File: src/rtl/alu_pkg.sv
// Shared ALU definitions: opcode encodings, flag bit positions and the flags type.
package alu_pkg;

  typedef enum logic [3:0] {
    ALU_ADD = 4'b0000,
    ALU_ADC = 4'b0001,
    ALU_SUB = 4'b0010,
    ALU_SBB = 4'b0011,
    ALU_AND = 4'b0100,
    ALU_OR  = 4'b0101,
    ALU_XOR = 4'b0110,
    ALU_NOT = 4'b0111,
    ALU_SHL = 4'b1000,
    ALU_SHR = 4'b1001,
    ALU_INC = 4'b1010,
    ALU_DEC = 4'b1011,
    ALU_CMP = 4'b1100
  } alu_op_e;

  localparam int unsigned FLAG_C = 3;
  localparam int unsigned FLAG_S = 2;
  localparam int unsigned FLAG_V = 1;
  localparam int unsigned FLAG_Z = 0;

  typedef logic [3:0] alu_flags_t;

endpackage

File: src/rtl/alu_wb_stage_if.sv
// ALU-to-writeback result handshake plus writeback-to-register-file handshake.
interface alu_wb_if #(parameter int unsigned RD_W = 3);
  logic            in_valid;
  logic            in_ready;
  logic [15:0]     in_result;
  logic [3:0]      in_sel;
  logic [RD_W-1:0] in_rd;
  logic            in_c;
  logic            in_s;
  logic            in_v;
  logic            in_z;
  logic            out_valid;
  logic            out_ready;
  logic [15:0]     out_result;
  logic [RD_W-1:0] out_rd;

  modport master (
    output in_valid, in_result, in_sel, in_rd, in_c, in_s, in_v, in_z, out_ready,
    input  in_ready, out_valid, out_result, out_rd
  );

  modport slave (
    input  in_valid, in_result, in_sel, in_rd, in_c, in_s, in_v, in_z, out_ready,
    output in_ready, out_valid, out_result, out_rd
  );
endinterface

File: src/rtl/alu_wb_stage_fifo.sv
// Power-of-two circular FIFO; pointers wrap naturally, occupancy counter gives full/empty.
module wb_fifo #(
  parameter int unsigned DEPTH = 2,
  parameter int unsigned W     = 19
) (
  input  logic         clk,
  input  logic         rst,
  input  logic         push,
  input  logic         pop,
  input  logic [W-1:0] wdata,
  output logic [W-1:0] rdata,
  output logic         full,
  output logic         empty
);
  localparam int unsigned AW = $clog2(DEPTH);
  localparam int unsigned CW = $clog2(DEPTH) + 1;

  logic [AW-1:0] wr_ptr;
  logic [AW-1:0] rd_ptr;
  logic [CW-1:0] count;
  logic [W-1:0]  mem [DEPTH];

  always_ff @(posedge clk or posedge rst) begin
    if (rst) begin
      wr_ptr <= '0;
      rd_ptr <= '0;
      count  <= '0;
    end else begin
      if (push) wr_ptr <= wr_ptr + AW'(1);
      if (pop)  rd_ptr <= rd_ptr + AW'(1);
      case ({push, pop})
        2'b10:   count <= count + CW'(1);
        2'b01:   count <= count - CW'(1);
        default: count <= count;
      endcase
    end
  end

  always_ff @(posedge clk) begin
    if (push) mem[wr_ptr] <= wdata;
  end

  assign rdata = mem[rd_ptr];
  assign full  = (count == CW'(DEPTH));
  assign empty = (count == '0);
endmodule

File: src/rtl/alu_wb_stage.sv
// ALU writeback stage: queues non-compare results for the register file and owns the C/S/V/Z flags.
module alu_wb_stage
  import alu_pkg::*;
#(
  parameter int unsigned DEPTH = 2,
  parameter int unsigned RD_W  = 3
) (
  input  logic        clk,
  input  logic        rst,
  alu_wb_if.slave     wb,
  output alu_flags_t  flags_q,
  output logic        carry_q
);
  localparam int unsigned W = 16 + RD_W;

  logic         full;
  logic         empty;
  logic         accept;
  logic         push;
  logic         pop;
  logic [W-1:0] head;

  // in_ready comes only from the occupancy register, so a pop cannot open a slot in the same cycle.
  assign wb.in_ready  = !full;
  assign wb.out_valid = !empty;
  assign accept       = wb.in_valid && !full;
  assign push         = accept && (wb.in_sel != ALU_CMP);
  assign pop          = !empty && wb.out_ready;

  wb_fifo #(.DEPTH(DEPTH), .W(W)) u_fifo (
    .clk   (clk),
    .rst   (rst),
    .push  (push),
    .pop   (pop),
    .wdata ({wb.in_result, wb.in_rd}),
    .rdata (head),
    .full  (full),
    .empty (empty)
  );

  assign wb.out_result = head[W-1:RD_W];
  assign wb.out_rd     = head[RD_W-1:0];

  // Compares still update flags; only the writeback entry is suppressed.
  always_ff @(posedge clk or posedge rst) begin
    if (rst) begin
      flags_q <= '0;
    end else if (accept) begin
      flags_q <= {wb.in_c, wb.in_s, wb.in_v, wb.in_z};
    end
  end

  assign carry_q = flags_q[FLAG_C];
endmodule

File: src/flat_wrapper.sv
// flat-port wrapper written by rule: the top's interface ports become plain ports
module alu_wb_stage_flat import alu_pkg::*;
#(
  parameter int unsigned DEPTH = 2,
  parameter int unsigned RD_W  = 3
)
  (clk, rst, flags_q, carry_q, wb_in_valid, wb_in_result, wb_in_sel, wb_in_rd, wb_in_c, wb_in_s, wb_in_v, wb_in_z, wb_out_ready, wb_in_ready, wb_out_valid, wb_out_result, wb_out_rd);
  alu_wb_if #(.RD_W(RD_W)) wb_i ();
  input  logic clk;
  input  logic rst;
  output alu_flags_t flags_q;
  output logic carry_q;
  input wire logic [$bits(wb_i.in_valid)-1:0] wb_in_valid;
  input wire logic [$bits(wb_i.in_result)-1:0] wb_in_result;
  input wire logic [$bits(wb_i.in_sel)-1:0] wb_in_sel;
  input wire logic [$bits(wb_i.in_rd)-1:0] wb_in_rd;
  input wire logic [$bits(wb_i.in_c)-1:0] wb_in_c;
  input wire logic [$bits(wb_i.in_s)-1:0] wb_in_s;
  input wire logic [$bits(wb_i.in_v)-1:0] wb_in_v;
  input wire logic [$bits(wb_i.in_z)-1:0] wb_in_z;
  input wire logic [$bits(wb_i.out_ready)-1:0] wb_out_ready;
  output wire logic [$bits(wb_i.in_ready)-1:0] wb_in_ready;
  output wire logic [$bits(wb_i.out_valid)-1:0] wb_out_valid;
  output wire logic [$bits(wb_i.out_result)-1:0] wb_out_result;
  output wire logic [$bits(wb_i.out_rd)-1:0] wb_out_rd;
  assign wb_i.in_valid = wb_in_valid;
  assign wb_i.in_result = wb_in_result;
  assign wb_i.in_sel = wb_in_sel;
  assign wb_i.in_rd = wb_in_rd;
  assign wb_i.in_c = wb_in_c;
  assign wb_i.in_s = wb_in_s;
  assign wb_i.in_v = wb_in_v;
  assign wb_i.in_z = wb_in_z;
  assign wb_i.out_ready = wb_out_ready;
  assign wb_in_ready = wb_i.in_ready;
  assign wb_out_valid = wb_i.out_valid;
  assign wb_out_result = wb_i.out_result;
  assign wb_out_rd = wb_i.out_rd;
  alu_wb_stage #(.DEPTH(DEPTH), .RD_W(RD_W)) u_core (.clk(clk), .rst(rst), .wb(wb_i), .flags_q(flags_q), .carry_q(carry_q));
endmodule
File: config.mk
export PLATFORM = sky130hd
export DESIGN_NAME = alu_wb_stage_flat
export DESIGN_NICKNAME = d
export VERILOG_FILES = /design/src/rtl/alu_pkg.sv /design/src/rtl/alu_wb_stage_if.sv /design/src/rtl/alu_wb_stage_fifo.sv /design/src/rtl/alu_wb_stage.sv /design/src/flat_wrapper.sv
export SDC_FILE = /design/constraint.sdc
export NUM_CORES = 1
export LEC_CHECK = 0
export ABC_AREA = 1
export CAP_MARGIN = 20
export CORE_AREA = 5 5 67 69
export CTS_CLUSTER_DIAMETER = 120
export DETAILED_ROUTE_END_ITERATION = 12
export DIE_AREA = 0 0 72 74
export PLACE_DENSITY_LB_ADDON = 0.15
export SLEW_MARGIN = 25
export SYNTH_ARGS = -nofsm -noshare
export SYNTH_HDL_FRONTEND = slang
export SYNTH_SLANG_ARGS = --single-unit
File: constraint.sdc
create_clock -name clk -period 3.5 [get_ports clk]
set_input_delay 0.525 -clock clk [delete_from_list [all_inputs] [get_ports clk]]
set_output_delay 0.525 -clock clk [all_outputs]
set_load 0.05 [all_outputs]
* After elaboration in Yosys (flattened, before gate mapping)
Memories as Yosys holds them, arrays and structs flattened. Index checks and enable logic that the tools add are counted.
Word-level totals: logic and storage cells 23, register bits after elaboration 8, memories 1, output and inout port bits 26, memory bits (writable) 38, input port bits 31
Cells by class: reductions and logical operators 7, add/sub/neg operators 4, equal/unequal tests 4, multiplexer cells 3
Memory list:
- u_core.u_fifo.mem | depth 2, width 19, read ports 1, clocked after memory_dff 0, write ports 1, line alu_wb_stage_fifo.sv:21 | logic [W-1:0] mem [DEPTH];
Operator list (count):
- == test 2 bit (second input constant) | 2
- != test 4 bit (second input constant) | 1
- case mux 2 bit (2 select lines) | 1
- logical AND 1 bit | 3
- adder 1 bit (second input constant) | 2
- adder 2 x 1 -> 2 bit (second input constant) | 1
- == test 2 x 1 -> 1 bit (second input constant) | 1
- logical NOT 1 bit | 2
- logical NOT 2 bit | 1
- two-way mux 1 bit | 2
- nonzero test 2 bit | 1
- subtractor 2 x 1 -> 2 bit (second input constant) | 1

* Longest topological paths before layout
Gate-level depths: netlist (run 1).
depth after elaboration 6, depth in mapped cells 9, gate-level depth less buffers 9

* Hierarchy
From an unflattened synthesis (run 1), not the netlist that was laid out.
Unflattened totals: cells, all modules 153, area total of the unflattened synthesis 1818.0 µm²
Modules (own cells, without submodules):
- wb_fifo | sequential area each 1241.2 µm², area an instance 1614.0 µm², cells each 124, instances 1
- alu_wb_stage | sequential area each 100.1 µm², area an instance 203.9 µm², cells each 29, instances 1

* Worst setup path before layout (run 1)
Ideal clock, no wire load.
path kind in2reg, start point in wb_in_valid, end point mem u_core.u_fifo.mem[1][0] (enable), setup time 0.395 ns, stages on the path 4, data required time 3.105 ns, slack 1.427 ns, arrival 1.679 ns, path buffers 0, cell sequence inv_1 > a21oi_4 > nand2_4 > nor2_1
On the way: word-level cells in the longest chain between the ends 4
RTL lines:
- start, declared | line flat_wrapper.sv:13 | input wire logic [$bits(wb_i.in_valid)-1:0] wb_in_valid;
- logical AND 1 bit | line alu_wb_stage.sv:26 | assign accept = wb.in_valid && !full;
- logical AND 1 bit | line alu_wb_stage.sv:27 | assign push = accept && (wb.in_sel != ALU_CMP);
- two-way mux 1 bit | line alu_wb_stage_fifo.sv:40 | if (push) mem[wr_ptr] <= wdata;
- two-way mux 1 bit (not written as such) | line alu_wb_stage_fifo.sv:40
- end, declared | line alu_wb_stage_fifo.sv:21
Every way passes these cells.

* Worst setup path in the final report (run 1)
start point reg u_core.u_fifo.rd_ptr, end point out wb_out_result[1]
On the way: word-level cells in the longest chain between the ends 1
RTL lines:
- start, declared | line alu_wb_stage_fifo.sv:19 | logic [AW-1:0] rd_ptr;
- start signal, assigned | line alu_wb_stage_fifo.sv:30 | if (pop) rd_ptr <= rd_ptr + AW'(1);
- memory read (2 x 19 bit)
- end, declared | line flat_wrapper.sv:24 | output wire logic [$bits(wb_i.out_result)-1:0] wb_out_result;
Every way passes these cells.

==> qor.yml, run 1 <==
final_common_cell: "nand2_1"
cts_tree: "done"
grt-ovfl-total: 0
dr.pass1.iters: 4
synth_simple_gate_area_frac: 0.1905
synth_top_family_by_area: "simple AND/OR/NAND/NOR gates"
ys_ff_latch: 46
antenna_left: 0
die_w_um: 72
viasPerCell: 4.559
worst-setup-path-type: "reg2out"
crit_buf_inv: 2
place_ws_ps: 1105
cts_setup_buffers: 0
stdcell_area_um2: 2519
worstPathArrival_ps: 2140
initial_core_util: 0.4666
required_ps: 2970
drive_above_1_share: 0.07042
power_switching_mw: 1.079
final_core_util: 0.6531
avgSynthCellArea_um2: 11.84
slew_violations: 0
synthToLayoutAreaGrowth_pct: 39.99
drt-initial-drc-count: 61
die_area_um2: 5328
htreeDepth: 2
p_clk_frac: 0.154
core_um2: 3856
port_buffers: 56
ys_types: 17
ir_drop_v: 0.0006404
grt_usage: 0.1465
layoutNonFillerInstCount: 263
yosys.area_share.adder: 0.006954
layout_common_cells: "79 x nand2_1, 56 x clkdlybuf4s50_1, 38 x edfxtp_1"
routed_wl_um: 3654
finalSetupViolCount: 0
p_sw_frac: 0.4454
cp_top_family: "buffers and inverters"
worstSkewPairLatency_ps: 290
rows: 23
rsz0062_at_grt: "false"
dp.cells: 255
synthesis.area_um2: 1799
grt_first_pass_wirelength_um: 5782
relSlewSlack: 0.4779
grt_max_degree: 21
skew_ps: 7.180
worstSetupEndpointType: "primary output"
fin_nets: 244
p_int_mw: 1.344
max_freq_mhz: 374.7
hold_buffers: 0
slowest_delay_ps: 810
critical_path.cell_chain: "inv_1 -> nand2_1 -> nand2_1 -> clkdlybuf4s50_1"
outcome: "finished, final reports clean"
path_clk_slew_ps: 80
post_drt_wl_per_cell_um: 13.89
r2r_slack_ps: 1670
synthXorXnorAreaFrac: 0.009736
start_kind: "register"
period_share: 0.7624
fin_ws_ps: 831.4
r2r_start: "u_core.u_fifo.count[0]$_DFFE_PP0P_"
tns_ps: 0
p_leak_nw: 1.053
antenna_cells: 0
antenna_found_initial: 0
p_total_mw: 2.424
post-dp-hpwl_um: 2632
min_period_ps: 2669
ys_seq_area_frac: 0.7455
drc_errors: 0
cp_max_fo: 20
place_area_um2: 2412
reg2regPathDepth: 4
combPwrFrac: 0.515
hold_ws_ps: 482.4
synth_warnings: 0
synth_cells: 152
seq_power_share: 0.331
crit_path_frequent_cell: "nand2_1"
ios: 57
worst_pin_slew_ps: 782.3
grt_pass1_vias: 1219
gp_congestion: 0.7049
synth_mux_area_frac: 0
synth_compound_area_frac: 0.009040
timing.rr.end: "u_core.u_fifo.mem[0][12]$_DFFE_PP_"
clockBufferDepth: 2
cts_resized: 0
cts_root_buf: "clkbuf_8"
critPathSlowestCell: "clkdlybuf4s50_1"
drv_cap: 0
route.vias.total: 1199
crit_path_start: "u_core.u_fifo.rd_ptr$_DFFE_PP0P_"
syn_nets: 184
die_h_um: 74
numCtsBuffers: 5
hold_viol_final: 0
cts_sinks: 46
min_path_type: "in2async"
p_per_area_nw_per_um2: 962.3
-- layout make-up --
| cell class | instances | area [um2] |
|---|---|---|
| fill | 311 | 1338 |
| inverter | 11 | 41.29 |
| multi-input combinational | 90 | 391.6 |
| tap | 50 | 62.56 |
| sequential | 46 | 1341 |
| clock inverter | 1 | 30.03 |
| clock buffer | 7 | 76.32 |
| timing repair buffer | 58 | 575.6 |
-- kinds of logic (layout without fill, tap and decap cells) --
family,Yosys count,after routing
simple gates,86,86
compound gates,1,1
fa+ha+maj,1,1
xor+xnor,2,2
buf+inv,16,77
flops,46,46
-- power groups by stage --
stage,Clock [mW],Combinational [mW],Sequential [mW]
after floorplan,0,0.791,0.864
after global placement,0,1.24,0.807
after detailed placement,0,1.25,0.813
after CTS,0.381,1.26,0.803
after global routing,0.404,1.33,0.817
final,0.374,1.25,0.802
-- sequential cells by signal, summed over array words and instances (netlist names) --
register	flops
u_core.flags_q	4
u_core.u_fifo.count	2
u_core.u_fifo.mem	38
u_core.u_fifo.rd_ptr	1
u_core.u_fifo.wr_ptr	1
-- layer usage --
layer / vias to the layer above / share of wire / GRT usage
met2: 42 / 0.53 / 0.2531
met1: 547 / 0.39 / 0.1626
met4: 0 / 0.019 / 0.06681
met5: - / 0 / 0
li1: 604 / - / -
met3: 6 / 0.069 / 0.05405
-- worst max path at each step --
stage / slack, ps / endpoint / depth (start not counted)
final: 830 / wb_out_result[1] / 4
after global routing: 680 / wb_out_result[13] / 4
after CTS: 780 / wb_out_result[1] / 4
after detailed placement: 1100 / u_core.u_fifo.mem[1][1]$_DFFE_PP_ / 6
after global placement: 1140 / wb_out_result[2] / 4
after floorplan: 1430 / u_core.u_fifo.mem[1][0]$_DFFE_PP_ / 4
-- Yosys cell counts --
cell type / count / share of area
dfrtp_1: 8 / 0.11
edfxtp_1: 38 / 0.63
inv_1: 9 / 0.019
nand2_4: 1 / 0.0063
inv_2: 2 / 0.0042
nand3_1: 1 / 0.0028
buf_2: 4 / 0.011
xor2_1: 1 / 0.0049
nand4_1: 1 / 0.0035
xnor2_1: 1 / 0.0049
nor2_1: 2 / 0.0042
ha_1: 1 / 0.0070
nand3_2: 1 / 0.0056
buf_4: 1 / 0.0042
or2_2: 1 / 0.0035
a21oi_4: 1 / 0.0090
nand2_1: 79 / 0.16
Power figures use the tool's default switching activity.
==> run 2: changes to the inputs <==
--- a/config.mk
+++ b/config.mk
@@ -7,10 +7,10 @@
 export LEC_CHECK = 0
 export ABC_AREA = 1
 export CAP_MARGIN = 20
-export CORE_AREA = 5 5 67 69
+export CORE_AREA = 5 5 70 72
 export CTS_CLUSTER_DIAMETER = 120
 export DETAILED_ROUTE_END_ITERATION = 12
-export DIE_AREA = 0 0 72 74
+export DIE_AREA = 0 0 75 77
 export PLACE_DENSITY_LB_ADDON = 0.15
 export SLEW_MARGIN = 25
 export SYNTH_ARGS = -nofsm -noshare
==> constraint.sdc (replaced) <==
create_clock -name clk -period 2.77 [get_ports clk]
set_input_delay 0.4155 -clock clk [delete_from_list [all_inputs] [get_ports clk]]
set_output_delay 0.4155 -clock clk [all_outputs]
set_load 0.05 [all_outputs]
==> run 2 against run 1 <==
Setup slack worse by 220 ps; critical endpoint is now wb_out_valid; global-route usage is 1.2 points lower; combinational power is 58% higher; clock power is 29% higher; critical path depth is 1 lower; core utilization is 0.78 points lower; wire length is 5.4% lower.
==> qor.yml, run 2 (synthesis results as in run 1) <==
outcome: "finished, final reports clean"
r2r_slack_ps: 1200  # -470 ps
worstPathArrival_ps: 1740  # -400 ps
grt_usage: 0.1342  # -0.01235
cp_max_fo: 4  # -80%
initial_core_util: 0.4249  # -0.04164
largest_reg_flops: 38  # unchanged
min_period_ps: 2159
clockBufferDepth: 2  # unchanged
worstSetupEndpointType: "primary output"
antenna_cells: 0  # unchanged
cts_tree: "done"
post-dp-hpwl_um: 2576  # -2.1%
seq_area_um2: 1341  # unchanged
path_clk_slew_ps: 90  # about the same
grt_pass1_vias: 1243  # +2.0%
fin_nets: 246  # +0.82%
r2r_start: "u_core.u_fifo.count[1]$_DFFE_PP0P_"
ir_drop_v: 0.0007612  # +19%
antenna_found_initial: 0  # unchanged
p_total_mw: 3.462  # +43%
p_leak_nw: 1.172  # +11%
grt_max_degree: 21  # unchanged
reg2regPathDepth: 7  # +3
viasPerCell: 4.509  # -1.1%
die_h_um: 77  # +4.1%
nFillCells: 302  # -2.9%
layout_common_cells: "79 x nand2_1, 38 x edfxtp_1, 37 x clkdlybuf4s50_1"
rows: 24  # +4.3%
final_common_cell: "nand2_1"
htreeDepth: 2  # unchanged
p_per_area_nw_per_um2: 1267  # +32%
port_buffers: 56  # unchanged
crit_path_start: "u_core.u_fifo.count[1]$_DFFE_PP0P_"
slew_violations: 0  # unchanged
die_w_um: 75  # +4.2%
reg_top3: "u_core.u_fifo.mem x38, u_core.flags_q x4, u_core.u_fifo.count x2"
core_um2: 4234  # +9.8%
worstSkewPairLatency_ps: 290  # about the same
gp_congestion: 0.7012  # -0.52%
hold_buffers: 0  # unchanged
cts_root_buf: "clkbuf_8"
dp.cells: 259  # +1.6%
critical_path.cell_chain: "inv_1 -> nand2_1 -> clkdlybuf4s50_1"
drv_cap: 0  # unchanged
post_drt_wl_per_cell_um: 12.94  # -6.9%
grt-ovfl-total: 0  # unchanged
required_ps: 2350  # -620 ps
worst-setup-path-type: "reg2out"
worst_pin_slew_ps: 627.8  # -154.5 ps
finalSetupViolCount: 0  # unchanged
dr.pass1.iters: 4  # unchanged
max_freq_mhz: 463.1
relSlewSlack: 0.5810  # +0.1031
drive_above_1_share: 0.1767  # +0.1063
drt-initial-drc-count: 65  # +6.6%
grt_first_pass_wirelength_um: 5796  # +0.24%
routed_wl_um: 3455  # -5.4%
antenna_left: 0  # unchanged
tns_ps: 0  # unchanged
route.vias.total: 1204  # +0.42%
hold_viol_final: 0  # unchanged
start_kind: "register"
ios: 57  # unchanged
timing.rr.end: "u_core.u_fifo.count[1]$_DFFE_PP0P_"
min_path_type: "in2async"
drc_errors: 0  # unchanged
numCtsBuffers: 5  # unchanged
die_area_um2: 5775  # +8.4%
skew_ps: 8.773  # +1.593 ps
critPathSlowestCell: "clkdlybuf4s50_1"
layoutNonFillerInstCount: 267  # +1.5%
rsz0062_at_grt: "false"
multi_input_area_um2: 391.6  # unchanged
endpoint: "wb_out_valid"
slowest_delay_ps: 810  # about the same
cts_setup_buffers: 0  # unchanged
period_share: 0.7795
cts_resized: 0  # unchanged
top_register: "u_core.u_fifo.mem"
cts_sinks: 46  # unchanged
synthToLayoutAreaGrowth_pct: 51.88
[run 2: cell count changes in the layout (fill, tap and decap cells not counted)]
cell | before | now
clkdlybuf4s50_1 | 56 | 37
buf_4 | 2 | 4
inv_6 | 0 | 1
clkinv_2 | 0 | 1
buf_12 | 0 | 19
clkbuf_1 | 2 | 0
[run 2: routing by layer]
layer / GRT usage / routed length, um / vias up
met1: 0.1655 / 1404 / 555
met4: 0.04270 / 44 / 0
li1: - / - / 611
met3: 0.04183 / 204 / 6
met5: 0 / 0 / -
met2: 0.2204 / 1801 / 32
[run 2: where the power goes]
part	internal, mW	total [mW]	leakage (nW)	switching, mW
Sequential	0.942	1.01	0.449	0.0660
Combinational	0.796	1.97	0.664	1.17
Clock	0.270	0.484	0.0585	0.214
[run 2: layout make-up]
cell class,instances,area share
Sequential cell,46,0.4908
Inverter,11,0.01511
Timing Repair Buffer,60,0.2857
Clock buffer,5,0.02518
Tap cell,52,0.02381
Clock inverter,3,0.01603
Multi-Input combinational cell,90,0.1433
[run 2: how the worst min path moves through the flow]
stage,depth (start not counted),slack [ps],start,endpoint
2_1_floorplan,1,230,rst,u_core.flags_q[0]$_DFFE_PP0P_
3_3_place_gp,2,460,u_core.flags_q[2]$_DFFE_PP0P_,u_core.flags_q[2]$_DFFE_PP0P_
3_5_place_dp,2,460,u_core.u_fifo.wr_ptr$_DFFE_PP0P_,u_core.u_fifo.wr_ptr$_DFFE_PP0P_
4_1_cts,2,360,rst,u_core.u_fifo.rd_ptr$_DFFE_PP0P_
5_1_grt,2,380,rst,u_core.u_fifo.rd_ptr$_DFFE_PP0P_
6_report,2,360,rst,u_core.u_fifo.count[1]$_DFFE_PP0P_
[run 2: critical path, delay by kind of cell, from the launching register on]
family,cells,cell delay [ps]
buffers and inverters,2,900
flip-flops,1,450
AND/OR/NAND/NOR,1,100
[run 2: per-stage QoR]
stage                     setup slack [ps]  instance area (um2)    util  hold WS, ps
after floorplan                      806.4                 1799       -        231.2
after global placement               832.4                 2620  0.6188        458.6
after detailed placement             772.0                 2620  0.6188        464.1
after CTS                            585.7                 2733  0.6454        361.0
after global routing                 487.0                 2733  0.6454        382.8
final                                610.7                 2733  0.6454        359.5
